`src/rtl/mux2to1_32.sv`:
```
// ----------------------------------------------------------------------------
// mux2to1_32
//
// Two-input word multiplexer used as the IF-stage next-PC select. The
// combinational result feeds the PC register directly. A registered copy of
// the result and of the select is also provided, along with a saturating count
// of how many cycles chose in1.
//
// Parameters
//   WIDTH   : data width of in0, in1, out and out_q (default 32)
//   CNT_W   : width of sel_cnt (default 16)
//
// Ports
//   clk     : in  - single clock, all state updates on the rising edge
//   rst     : in  - synchronous, active-low reset
//   sel     : in  - 0 selects in0 (PC+4), 1 selects in1 (branch target)
//   in0     : in  - data input 0
//   in1     : in  - data input 1
//   out     : out - combinational mux result
//   out_q   : out - out registered, 1-cycle latency
//   sel_q   : out - sel registered, 1-cycle latency
//   sel_cnt : out - saturating count of cycles with sel=1
//
// Instantiate with named port connections; clk and rst come first.
// ----------------------------------------------------------------------------
module mux2to1_32 #(
   parameter int WIDTH = 32,
   parameter int CNT_W = 16
) (
   input  logic             clk,
   input  logic             rst,
   input  logic             sel,
   input  logic [WIDTH-1:0] in0,
   input  logic [WIDTH-1:0] in1,
   output logic [WIDTH-1:0] out,
   output logic [WIDTH-1:0] out_q,
   output logic             sel_q,
   output logic [CNT_W-1:0] sel_cnt
);

   localparam logic [CNT_W-1:0] CNT_MAX = '1;

   // Pure select with no clock or reset in the path, so a branch target
   // presented with sel high is visible to the PC register on the same edge.
   always_comb begin
      out = sel ? in1 : in0;
   end

   // NOTE: reset is sampled only inside the clocked block (no rst in the
   // sensitivity list), so rst glitches between edges never reach the flops.
   // NOTE: sequential state uses non-blocking assignments so every flop samples
   // pre-edge values regardless of statement order.
   always_ff @(posedge clk) begin
      if (!rst) begin
         out_q   <= '0;
         sel_q   <= 1'b0;
         sel_cnt <= '0;
      end else begin
         out_q <= out;
         sel_q <= sel;
         // Saturate instead of wrapping; hold when sel is low.
         if (sel && (sel_cnt != CNT_MAX)) begin
            sel_cnt <= sel_cnt + CNT_W'(1);
         end
      end
   end

endmodule

```
`config.mk`:
```
export PLATFORM = sky130hd
export DESIGN_NAME = mux2to1_32
export DESIGN_NICKNAME = d
export VERILOG_FILES = /design/src/rtl/mux2to1_32.sv
export SDC_FILE = /design/constraint.sdc
export NUM_CORES = 1
export LEC_CHECK = 0
export CORE_ASPECT_RATIO = 1.4
export CORE_MARGIN = 2
export CORE_UTILIZATION = 39
export CTS_BUF_LIST = sky130_fd_sc_hd__clkbuf_8
export CTS_CLUSTER_DIAMETER = 30
export CTS_CLUSTER_SIZE = 40
export DETAILED_ROUTE_END_ITERATION = 8
export PLACE_DENSITY = 0.88
export SETUP_SLACK_MARGIN = 0.15
export SYNTH_ARGS = -nofsm -noshare
export SYNTH_HDL_FRONTEND = slang
export SYNTH_SLANG_ARGS = --single-unit
```
`constraint.sdc`:
```
create_clock -name clk -period 6 [get_ports clk]
set_input_delay 1.8 -clock clk [delete_from_list [all_inputs] [get_ports clk]]
set_output_delay 1.8 -clock clk [all_outputs]
set_load 0.01 [all_outputs]
```
==> results <==
-- area by class of cell --
cell class / count / area, µm²
clock buffers: 6 / 82.6
clock inverters: 1 / 3.75
fillers: 407 / 1470
inverters: 2 / 7.51
multi-input cells: 148 / 1080
flip-flops and latches: 49 / 981
well taps: 66 / 82.6
repair buffers: 149 / 1490
-- metal layers --
| metal | vias up | GRT usage, % | wire (µm) |
|---|---|---|---|
| li1 | 1024 | - | - |
| met1 | 966 | 22.2 | 2150 |
| met2 | 99 | 38.3 | 3480 |
| met3 | 24 | 5.70 | 402 |
| met4 | 0 | 12.4 | 331 |
| met5 | - | 0 | 0 |
-- placed cells by master (no fill, tap or decap), types with 4 or more instances in the layout --
| cell type | count |
|---|---|
| a21oi_1 | 9 |
| o21ai_0 | 4 |
| nand3_1 | 5 |
| or3_1 | 4 |
| nand2b_1 | 7 |
| mux2_2 | 32 |
| nand2_1 | 13 |
| nand4_1 | 6 |
| nor2_1 | 4 |
| dfxtp_1 | 49 |
| mux2i_1 | 6 |
| clkbuf_8 | 6 |
| clkdlybuf4s50_1 | 147 |
| and2_1 | 34 |
-- how the worst min path moves through the flow --
| stage | end | slack (ps) | cells after the start |
|---|---|---|---|
| after floorplan | sel_cnt[15] | 500 | 2 |
| final | sel_cnt[15] | 490 | 2 |
| after CTS | sel_cnt[15] | 500 | 2 |
| after global routing | sel_cnt[15] | 520 | 2 |
| after global placement | sel_cnt[15] | 470 | 2 |
| after detailed placement | sel_cnt[15] | 490 | 2 |
-- state kept, by name, summed over array words and instances, names as in the netlist --
register	count
sel_cnt	16
sel_q	1
out_q	32
-- per-stage QoR --
| step | worst slack, ps | util (%) | area, µm² |
|---|---|---|---|
| 3_5_place_dp | 618 | 70.0 | 3640 |
| 2_1_floorplan | 1520 | - | 2110 |
| 3_3_place_gp | 619 | 70.0 | 3640 |
| 5_1_grt | 555 | 71.6 | 3720 |
| 6_report | 617 | 71.6 | 3720 |
| 4_1_cts | 605 | 71.6 | 3720 |
-- critical path, delay by kind of cell --
kind | cells | cell delay [ps]
buffers and inverters | 3 | 1360
multiplexers | 1 | 400
-- cell families (layout without fill, tap and decap cells) --
family	count (synthesis)	in the layout	share of synthesized area [%]
xor gates and xnor gates	1	1	0.415
and+or+nand+nor	88	88	24.5
buffers and inverters	12	158	2.37
DFF	49	49	46.5
adders and majority gates	1	1	0.593
muxes	38	38	19.9
AOI/OAI and AO/OA	20	20	5.69
-- Yosys cell counts (all sizes together), types with 2 or more instances --
library cell / instances
mux2: 32
o41ai: 2
a21oi: 9
o31ai: 3
nor4: 3
nand2b: 7
buf: 2
dfxtp: 49
nor2: 4
inv: 2
o21ai: 4
mux2i: 6
clkbuf: 8
or3: 4
and3: 2
nand2: 13
nand3: 6
nand4: 6
or4: 2
and2: 34
nor3: 3
-- report_power, final --
part | internal (µW) | switching [µW] | total (µW)
sequential | 341 | 5.47 | 346
combinational | 115 | 60.9 | 176
clock | 89.9 | 99.7 | 190
total | 546 | 166 | 712
==> metrics.yaml <==
dr.pass1.iters: 6
clk_latency_ps: 290
ys_seq_area_share_pct: 46.5
synth-seq-cells: 49
fin_skew_ps: 3.14
clock-sinks: 49
first_global_vias: 2117
cts-buffers-inserted: 5
max_freq_ghz: 0.186
hpwl_um: 5010
grt_pass1_wl_um: 10000
endpoint: "out[27]"
reg2reg_slack_ps: 4120
dr.first_iter.drc_count: 87
viasPerCell: 5.02
critPathArrivalTime_ps: 3580
cp_common_cell: "clkdlybuf4s50_1"
ios: 148
min_from: "sel_cnt[15]"
final_cells: 421
ctsHoldBuffers: 0
cts_tree: "built"
rr_startpoint: "sel_cnt[9]"
cts_root_buf: "clkbuf_8"
worstMarginPinSlew_ps: 758
period_share_pct: 89.7
grt_util_all_layers_pct: 21.7
period_minus_slack_ps: 5380
die_y_um: 91.0
status: "complete, no violations"
r2r_end: "sel_cnt[5]"
grt_overflow: 0
drv_cap: 0
vias: 2113
die_area_mm2: 0.00602
antenna_found_initial: 0
reg2regPathDepth: 4
drc: 0
synth_flop_cell: "dfxtp_1"
synth_cell_types: 32
dpl.cell_count: 414
post_drt_wl_per_cell_um: 15.1
ant_nets: 0
ctsResizeCount: 0
die_x_um: 66.2
setup_viol: 0
cp-end-kind: "output port"
cp-start-kind: "input port"
htreeDepth: 2
slowest_delay_ps: 500
cp-startpoint: "sel"
cpMaxStageDelayCell: "clkdlybuf4s50_1"
grt_setup_unrepaired: "no"
ys_top_cells_by_area: "dfxtp_1 (46%), mux2_2 (17%), and2_1 (10%)"
postSynthAreaPerCell_um2: 10.1
tns_ps: 0
finalPower_uw: 712
leakage_uw: 0.00135
cts_setup_buffers: 0
hold_viol: 0
drive_above_1_share_pct: 12.1
clockBufferDepth: 2
rows: 31
fp.coreArea_mm2: 0.00520
start_util_pct: 40.6
yosysTopAreaCellShare_pct: 46.5
relSlewSlack_pct: 49.0
async_flop_share_pct: 0
crit_type: "input port to output port"
synthesis.nets: 277
hold_slack_ps: 495
syn2layout_area_growth_pct: 76.4
netlist_area_mm2: 0.00211
crit_required_ps: 4200
slew_viol_final: 0
vdd_drop_max_uv: 141
diodes: 0
gp_congestion: 0.760
yosysWarnings: 0
cp_cell_sequence: "clkdlybuf4s50_1, buf_4, mux2_2, clkdlybuf4s50_1"
synthCells: 209
wl_um: 6360
synth-edff-count: 0
clkTransAtPathRegs_ps: 80
p_per_area_mw_per_mm2: 191
hold_class: "flop to flop"
fin_nets: 423
grt_max_degree: 51
cp_max_fo: 37
io_buffers: 147
yosys.area.top_type: "dfxtp_1"
(Power assumes the default switching activity.)
